$ cat src/rtl/uart_cmd_parser_if.sv
// uart_cmd_parser_if: UART byte stream in, decoded command frame and error pulses out.
interface uart_cmd_parser_if;
    logic [7:0]  rx_data;
    logic        rx_valid;
    logic        cmd_valid;
    logic        cmd_ready;
    logic [7:0]  cmd_code;
    logic [2:0]  cmd_len;
    logic [31:0] cmd_payload;
    logic        err_csum;
    logic        err_format;
    logic        err_timeout;
    logic        err_overrun;
    logic [15:0] frame_count;
    modport master (
        output rx_data, rx_valid, cmd_ready,
        input  cmd_valid, cmd_code, cmd_len, cmd_payload,
        input  err_csum, err_format, err_timeout, err_overrun, frame_count
    );
    modport slave (
        input  rx_data, rx_valid, cmd_ready,
        output cmd_valid, cmd_code, cmd_len, cmd_payload,
        output err_csum, err_format, err_timeout, err_overrun, frame_count
    );
endinterface

$ cat src/rtl/uart_cmd_parser.sv
// uart_cmd_parser: frames SYNC/CMD/LEN/payload/CSUM byte streams into a one-entry command register.
module uart_cmd_parser #(
    parameter int         CLK_FREQ   = 65_000_000,
    parameter int         TIMEOUT_US = 2000,
    parameter logic [7:0] SYNC_BYTE  = 8'hA5,
    parameter int         MAX_LEN    = 4
) (
    input logic              clk,
    input logic              rst_n,
    uart_cmd_parser_if.slave bus
);
    localparam int TIMEOUT_CLKS = (CLK_FREQ / 1_000_000) * TIMEOUT_US;
    localparam int CW = $clog2(TIMEOUT_CLKS + 1);

    typedef enum logic [2:0] {S_SYNC, S_CMD, S_LEN, S_PAYLOAD, S_CSUM} state_t;

    state_t        state_q, state_d;
    logic [CW-1:0] cnt_q, cnt_d;
    logic [7:0]    acc_q, acc_d, cmd_q, cmd_d, cmd_code_q, cmd_code_d;
    logic [2:0]    len_q, len_d, cmd_len_q, cmd_len_d;
    logic [1:0]    idx_q, idx_d;
    logic [31:0]   shadow_q, shadow_d, cmd_payload_q, cmd_payload_d;
    logic [15:0]   frame_count_q, frame_count_d;
    logic          cmd_valid_q, cmd_valid_d;
    logic          err_csum_q, err_csum_d, err_format_q, err_format_d;
    logic          err_timeout_q, err_timeout_d, err_overrun_q, err_overrun_d;

    logic rx_valid, tmo, len_bad, last, done, good, load;
    logic [7:0] rx_data;

    assign rx_valid = bus.rx_valid;
    assign rx_data  = bus.rx_data;
    // An arriving byte always beats the timeout on the same cycle.
    assign tmo      = state_q != S_SYNC && !rx_valid && cnt_q == CW'(TIMEOUT_CLKS - 1);
    assign len_bad  = rx_data > 8'(MAX_LEN);
    assign last     = {1'b0, idx_q} == len_q - 3'd1;
    assign done     = rx_valid && state_q == S_CSUM;
    assign good     = done && rx_data == acc_q;
    assign load     = good && (!cmd_valid_q || bus.cmd_ready);

    always_ff @(posedge clk or negedge rst_n) begin
        if (!rst_n) state_q <= S_SYNC;
        else        state_q <= state_d;
    end

    always_comb begin
        state_d = state_q;
        if (rx_valid) begin
            case (state_q)
                S_SYNC:    state_d = rx_data == SYNC_BYTE ? S_CMD : S_SYNC;
                S_CMD:     state_d = S_LEN;
                S_LEN:     state_d = len_bad ? S_SYNC : rx_data == 8'd0 ? S_CSUM : S_PAYLOAD;
                S_PAYLOAD: state_d = last ? S_CSUM : S_PAYLOAD;
                default:   state_d = S_SYNC;
            endcase
        end else if (tmo) begin
            state_d = S_SYNC;
        end
    end

    always_comb begin
        cnt_d    = (rx_valid || tmo || state_q == S_SYNC) ? '0 : cnt_q + CW'(1);
        acc_d    = acc_q;
        cmd_d    = cmd_q;
        len_d    = len_q;
        idx_d    = idx_q;
        shadow_d = shadow_q;
        if (rx_valid) begin
            case (state_q)
                S_CMD: begin
                    cmd_d = rx_data;
                    acc_d = rx_data;
                end
                S_LEN: if (!len_bad) begin
                    acc_d    = acc_q ^ rx_data;
                    len_d    = rx_data[2:0];
                    idx_d    = '0;
                    shadow_d = '0;
                end
                S_PAYLOAD: begin
                    shadow_d[{idx_q, 3'b000} +: 8] = rx_data;
                    acc_d = acc_q ^ rx_data;
                    idx_d = idx_q + 2'd1;
                end
                default: ;
            endcase
        end
        cmd_valid_d   = load || (cmd_valid_q && !bus.cmd_ready);
        cmd_code_d    = load ? cmd_q : cmd_code_q;
        cmd_len_d     = load ? len_q : cmd_len_q;
        cmd_payload_d = load ? shadow_q : cmd_payload_q;
        frame_count_d = load ? frame_count_q + 16'd1 : frame_count_q;
        err_csum_d    = done && !good;
        err_format_d  = rx_valid && state_q == S_LEN && len_bad;
        err_timeout_d = tmo;
        err_overrun_d = good && !load;
    end

    always_ff @(posedge clk or negedge rst_n) begin
        if (!rst_n) begin
            cnt_q         <= '0;
            acc_q         <= '0;
            cmd_q         <= '0;
            len_q         <= '0;
            idx_q         <= '0;
            shadow_q      <= '0;
            cmd_valid_q   <= 1'b0;
            cmd_code_q    <= '0;
            cmd_len_q     <= '0;
            cmd_payload_q <= '0;
            frame_count_q <= '0;
            err_csum_q    <= 1'b0;
            err_format_q  <= 1'b0;
            err_timeout_q <= 1'b0;
            err_overrun_q <= 1'b0;
        end else begin
            cnt_q         <= cnt_d;
            acc_q         <= acc_d;
            cmd_q         <= cmd_d;
            len_q         <= len_d;
            idx_q         <= idx_d;
            shadow_q      <= shadow_d;
            cmd_valid_q   <= cmd_valid_d;
            cmd_code_q    <= cmd_code_d;
            cmd_len_q     <= cmd_len_d;
            cmd_payload_q <= cmd_payload_d;
            frame_count_q <= frame_count_d;
            err_csum_q    <= err_csum_d;
            err_format_q  <= err_format_d;
            err_timeout_q <= err_timeout_d;
            err_overrun_q <= err_overrun_d;
        end
    end

    assign bus.cmd_valid   = cmd_valid_q;
    assign bus.cmd_code    = cmd_code_q;
    assign bus.cmd_len     = cmd_len_q;
    assign bus.cmd_payload = cmd_payload_q;
    assign bus.frame_count = frame_count_q;
    assign bus.err_csum    = err_csum_q;
    assign bus.err_format  = err_format_q;
    assign bus.err_timeout = err_timeout_q;
    assign bus.err_overrun = err_overrun_q;
endmodule

$ cat src/flat_wrapper.sv
// flat-port wrapper written by rule: the top's interface ports become plain ports
module uart_cmd_parser_flat 
#(
    parameter int         CLK_FREQ   = 65_000_000,
    parameter int         TIMEOUT_US = 2000,
    parameter logic [7:0] SYNC_BYTE  = 8'hA5,
    parameter int         MAX_LEN    = 4
)
  (clk, rst_n, bus_rx_data, bus_rx_valid, bus_cmd_ready, bus_cmd_valid, bus_cmd_code, bus_cmd_len, bus_cmd_payload, bus_err_csum, bus_err_format, bus_err_timeout, bus_err_overrun, bus_frame_count);
  uart_cmd_parser_if bus_i ();
  input logic clk;
  input logic rst_n;
  input wire logic [$bits(bus_i.rx_data)-1:0] bus_rx_data;
  input wire logic [$bits(bus_i.rx_valid)-1:0] bus_rx_valid;
  input wire logic [$bits(bus_i.cmd_ready)-1:0] bus_cmd_ready;
  output wire logic [$bits(bus_i.cmd_valid)-1:0] bus_cmd_valid;
  output wire logic [$bits(bus_i.cmd_code)-1:0] bus_cmd_code;
  output wire logic [$bits(bus_i.cmd_len)-1:0] bus_cmd_len;
  output wire logic [$bits(bus_i.cmd_payload)-1:0] bus_cmd_payload;
  output wire logic [$bits(bus_i.err_csum)-1:0] bus_err_csum;
  output wire logic [$bits(bus_i.err_format)-1:0] bus_err_format;
  output wire logic [$bits(bus_i.err_timeout)-1:0] bus_err_timeout;
  output wire logic [$bits(bus_i.err_overrun)-1:0] bus_err_overrun;
  output wire logic [$bits(bus_i.frame_count)-1:0] bus_frame_count;
  assign bus_i.rx_data = bus_rx_data;
  assign bus_i.rx_valid = bus_rx_valid;
  assign bus_i.cmd_ready = bus_cmd_ready;
  assign bus_cmd_valid = bus_i.cmd_valid;
  assign bus_cmd_code = bus_i.cmd_code;
  assign bus_cmd_len = bus_i.cmd_len;
  assign bus_cmd_payload = bus_i.cmd_payload;
  assign bus_err_csum = bus_i.err_csum;
  assign bus_err_format = bus_i.err_format;
  assign bus_err_timeout = bus_i.err_timeout;
  assign bus_err_overrun = bus_i.err_overrun;
  assign bus_frame_count = bus_i.frame_count;
  uart_cmd_parser #(.CLK_FREQ(CLK_FREQ), .TIMEOUT_US(TIMEOUT_US), .SYNC_BYTE(SYNC_BYTE), .MAX_LEN(MAX_LEN)) u_core (.clk(clk), .rst_n(rst_n), .bus(bus_i));
endmodule
$ cat config.mk
export PLATFORM = sky130hd
export DESIGN_NAME = uart_cmd_parser_flat
export DESIGN_NICKNAME = d
export VERILOG_FILES = /design/src/rtl/uart_cmd_parser_if.sv /design/src/rtl/uart_cmd_parser.sv /design/src/flat_wrapper.sv
export SDC_FILE = /design/constraint.sdc
export NUM_CORES = 1
export LEC_CHECK = 0
export ABC_CLOCK_PERIOD_IN_PS = 2500
export BUFFER_PORTS_ARGS = -buffer_cell sky130_fd_sc_hd__buf_2
export CAP_MARGIN = 20
export CORE_ASPECT_RATIO = 1.25
export CORE_MARGIN = 3
export CORE_UTILIZATION = 34
export DETAILED_ROUTE_END_ITERATION = 8
export SLEW_MARGIN = 10
export SYNTH_ARGS = -nofsm -noshare
export SYNTH_HDL_FRONTEND = slang
export SYNTH_SLANG_ARGS = --single-unit
$ cat constraint.sdc
create_clock -name clk -period 2.5 [get_ports clk]
set_input_delay 0.5 -clock clk [delete_from_list [all_inputs] [get_ports clk]]
set_output_delay 0.5 -clock clk [all_outputs]
set_load 0.02 [all_outputs]
Word-level counts from Yosys, hierarchy flattened
Cells that the tools add are included.
W data, S select, Z words.

storage, ports and cells
  flip-flop bits (word level) = 137
  word-level logic and storage cells = 79
  output and inout bits = 64

cells by class
  muxes and demuxes = 15
  shift-type cells = 2
  order comparisons = 1
  $add $sub $neg = 5
  reduce and logical (&&, ||, !) cells = 29
  equality and inequality tests = 9
  bitwise gates (word level) = 2

operators with widths
  cell                      count
  $pmux W32 S2              1
  $bwmux W32                1
  $mux W32                  1
  $shift A8 B7 Y32 const A  1
  $shiftx A8 B7 Y32         1
  $pmux W8 S3               1
  $add A17 B1 Y17 const B   1
  $eq A17 B17 Y1 const B    1
  $mux W17                  1
  $add A16 B1 Y16 const B   1
  $mux W3                   5
  $pmux W3 S4               1
  $logic_and A1 B1 Y1       10
  $reduce_and A3 Y1         3
  $eq A8 B8 Y1              1
  $eq A8 B8 Y1 const B      1
  $gt A8 B3 Y1 const B      1
  $logic_not A8 Y1          1
  $mux W8                   1
  $xor A8 B8 Y8             1
  $neg A5 Y7                1
  $eq A3 B2 Y1 const B      2
  $reduce_bool A3 Y1        2
  $logic_not A1 Y1          5
  14 further kinds          18

Longest topological paths before layout
  depth in word-level cells = 6
  gate-level depth with buffers = 9

Worst setup path before layout
Ideal clock, no wire load.

  path type = in2reg
  from = in bus_rx_data[5]
  to = reg u_core.cmd_payload_q[23], in the netlist u_core.bus.cmd_payload[23]
  setup slack = 0.048 ns
  arrival = 2.327 ns
  cell stages on the path = 8
  path through = clkbuf_1 xnor2_1 nand2_1 or3_1 buf_6 nor3_4 buf_6 mux2_2

between the ends
  word-level cells in the longest chain between the ends = 3

RTL lines
  item                  RTL line                text
  from (decl)           flat_wrapper.sv:13      input wire logic [$bits(bus_i.rx_data)-1:0] bus_rx_data;
  $eq A8 B8 Y1          uart_cmd_parser.sv:38   assign good = done && rx_data == acc_q;
  $logic_and A1 B1 Y1   uart_cmd_parser.sv:38
  $logic_and A1 B1 Y1   uart_cmd_parser.sv:39   assign load = good && (!cmd_valid_q || bus.cmd_ready);
  to (signal assigned)  uart_cmd_parser.sv:126  cmd_payload_q <= cmd_payload_d;
  to (decl)             uart_cmd_parser.sv:22   logic [31:0] shadow_q, shadow_d, cmd_payload_q, cmd_payload_d;

Every way passes these cells.
A chain may end at the register's enable or synchronous reset.

Worst setup path in the final report
  from = reg u_core.acc_q[7]
  to = reg u_core.cmd_payload_q[25], in the netlist u_core.bus.cmd_payload[25]

between the ends
  word-level cells in the longest chain between the ends = 3

RTL lines
  item                    RTL line                text
  from (decl)             uart_cmd_parser.sv:19   logic [7:0] acc_q, acc_d, cmd_q, cmd_d, cmd_code_q, cmd_code_d;
  from (signal assigned)  uart_cmd_parser.sv:102  acc_q <= '0;
  from (signal assigned)  uart_cmd_parser.sv:118  acc_q <= acc_d;
  $eq A8 B8 Y1            uart_cmd_parser.sv:38
  $logic_and A1 B1 Y1     uart_cmd_parser.sv:38
  $logic_and A1 B1 Y1     uart_cmd_parser.sv:39

Every way passes these cells.

==> impl_metrics.json <==
{
  "cp.arrival_ns": 2.53,
  "setup_repair_after_global_routing_missed_its_margin": "no",
  "area_growth_pct": 23.3,
  "finalSetupTns_ns": 0,
  "numPortBuffers": 75,
  "setup_viol": 0,
  "cts_hold_buffers": 0,
  "seq_area_frac_synth_pct": 56.7,
  "finalHoldViolCount": 0,
  "ys_warn_count": 0,
  "overflow": 0,
  "grt_pass1_wl_mm": 23.8,
  "detailroute.via_count": 4356,
  "timing.critical_path.from_type": "register",
  "route.antenna.remaining_nets": 0,
  "static_leakage_nw": 3.61,
  "vdd_drop_max_mv": 0.324,
  "max_clock_freq_mhz": 449,
  "drt_wl_total_mm": 14.3,
  "cts_root_buffer": "clkbuf_16",
  "synth.avg_cell_area_um2": 10.8,
  "layout.area.seq_um2": 3430,
  "clock_tree_from_tritoncts": "built",
  "period_minus_slack_ns": 2.23,
  "drt_drc_violations_left": 0,
  "synth_enable_flop_cells": 0,
  "outcome": "finished, final reports clean",
  "clock_skew_ns": 0.00980,
  "clock_tree.htree_level_count": 4,
  "post_cts_buffers": 0,
  "final_core_util_pct": 43.6,
  "core.rowCount": 53,
  "post_cts_resize_count": 0,
  "synth_flop_cell": "dfrtp_1",
  "antenna_found_initial": 0,
  "dr.pass1.iters": 5,
  "crit_path_start": "u_core.acc_q[7]$_DFFE_PN0P_",
  "power_density_nw_per_um2": 711,
  "clkSlewWorstSetupHoldPaths_ns": 0.06,
  "detail_route.vias_per_cell": 4.93,
  "async_set_reset_flop_share_out_of_synthesis_pct": 100,
  "cts_buffers": 17,
  "io_pins": 76,
  "timing.final.ws_setup_ns": 0.273,
  "post_synthesis_cell_area_um2": 6040,
  "die_y_um": 155,
  "violation_count_after_the_first_detailed_routing_iteration": 236,
  "chipWidth_um": 125,
  "timing.setup.critical_path_class": "register to register",
  "max_slew.worst_pin.slew_ns": 0.667,
  "num_antenna_cells": 0,
  "clock_sinks": 137,
  "worstSkewPairLatency_ns": 0.42,
  "ys_seq_elements": 137,
  "grt_start_max_net_pins": 61,
  "initial_utilization_pct": 35.3,
  "timing.final.max_slew_violations": 0,
  "required_ns": 2.80,
  "critical_path.reg2reg.startpoint": "u_core.acc_q[7]$_DFFE_PN0P_",
  "netlist-cell-type-count": 38,
  "gp_congestion": 0.832,
  "grt_pass1_vias": 4588,
  "timing.critical_path.to_type": "register",
  "fillCellCount": 1631,
  "design.die.area_um2": 19400,
  "worst-path-max-fanout": 41,
  "maxCapViolCount": 0,
  "placeableCoreArea_um2": 17100,
  "wl_per_cell_um": 16.2,
  "area_taken_by_multi_input_logic_gates_um2": 2390,
  "groute.usage.overall_pct": 15.3,
  "synth_fp_nets": 578,
  "holdCritPathClass": "primary input to asynchronous set/reset pin",
  "max_slew_margin_pct": 55.1,
  "holdWs_ns": 0.0533,
  "post-route-period-util_pct": 89.1,
  "fin_nets": 671,
  "place_ws_ns": 0.0497,
  "syn_inst": 558,
  "fraction_of_layout_instances_using_a_drive_strength_above_1_pct": 27.4,
  "cts_max_path_buffers": 2,
  "place_hpwl_mm": 10.2
}
-- placed cells by master, fill, tap and decap left out, drive strengths merged, types with 11 or more instances in the layout --
master  Yosys  layout
dfrtp     137     137
xor2       18      18
o21ai      46      46
inv        21      21
nand3      22      22
xnor2      23      23
mux2       45      45
nor4       14      14
nand4      11      11
clkbuf     18      22
nand2      91      91
buf         9     101
nor2       27      27
-- cell usage after synthesis (all sizes together) (5+ instances only) --
library cell	n	share of area, %
and2	8	0.83
nand4	11	1.1
buf	9	1.3
nand2	91	5.7
inv	21	1.3
a21oi	5	0.41
dfrtp	137	57
o31ai	9	1.1
mux2	45	8.4
nor3	6	0.68
o22ai	9	0.93
xnor2	23	3.3
o21ai	46	3.8
ha	8	1.7
nor4	14	1.6
nand3	22	1.8
nor2	27	1.7
xor2	18	2.6
clkbuf	18	1.1
-- per-stage QoR --
stage	total power, W	instances	cell area [um2]
after floorplan	0.00239	558	6040
after global placement	0.00249	852	6770
after detailed placement	0.00249	852	6770
after CTS	0.00536	884	7450
after global routing	0.00549	884	7450
final	0.00530	884	7450
-- worst max-delay path, cell delays in order, from the launching register on --
cell	delay, ns
dfrtp_1	0.42
xnor2_1	0.18
nand4_1	0.18
or3_1	0.46
nor3_4	0.20
buf_12	0.28
mux2_2	0.37
-- flip-flops by register name, summed over array words and instances (netlist names), 8 cells and up --
| signal | count |
|---|---|
| u_core.cnt_q | 17 |
| u_core.bus.cmd_code | 8 |
| u_core.cmd_q | 8 |
| u_core.acc_q | 8 |
| u_core.bus.cmd_payload | 32 |
| u_core.bus.frame_count | 16 |
| u_core.shadow_q | 32 |
-- per-layer routing --
metal,vias up,part of all wire (%),routed length (um),global-route usage (%)
li1,2099,-,-,-
met1,2163,43,6100,18.1
met4,0,1.4,203,5.79
met2,78,52,7460,26.9
met5,-,0,0,0
met3,16,3.7,524,3.95
-- final timing paths --
path                                                     endpoint  slack (ns)  depth (start not counted)
setup / recovery           u_core.bus.cmd_payload[25]$_DFFE_PN0P_        0.27                          6
max in group asynchronous   u_core.bus.frame_count[0]$_DFFE_PN0P_        1.78                          2
setup reg to reg           u_core.bus.cmd_payload[25]$_DFFE_PN0P_        0.27                          6
hold / removal              u_core.bus.cmd_payload[0]$_DFFE_PN0P_        0.05                          1
hold reg to reg            u_core.bus.frame_count[15]$_DFFE_PN0P_        0.46                          1
min in group clk                   u_core.shadow_q[6]$_DFFE_PN0P_        0.40                          3
-- cell families after synthesis --
group | count (synthesis) | synth area share, %
xor gates and xnor gates | 41 | 5.94
adders and majority gates | 8 | 1.66
DFF | 137 | 56.7
AOI/OAI and AO/OA | 72 | 6.73
muxes | 47 | 8.71
and+or+nand+nor | 205 | 16.5
buffers and inverters | 48 | 3.77
-- report_power, final --
part           internal (W)  switching [W]
combinational     0.0000628       0.000123
clock               0.00190       0.000945
sequential          0.00224      0.0000252
total               0.00421        0.00109
-- layout make-up --
class	count	area share, %
Clock buffer	22	6.63
Clock inverter	10	2.52
Inverter	21	1.06
Multi-Input combinational cell	373	32.0
Sequential cell	137	46.0
Tap cell	220	3.69
Timing Repair Buffer	101	8.07
Note: power is estimated with default switching activity, not from simulation.
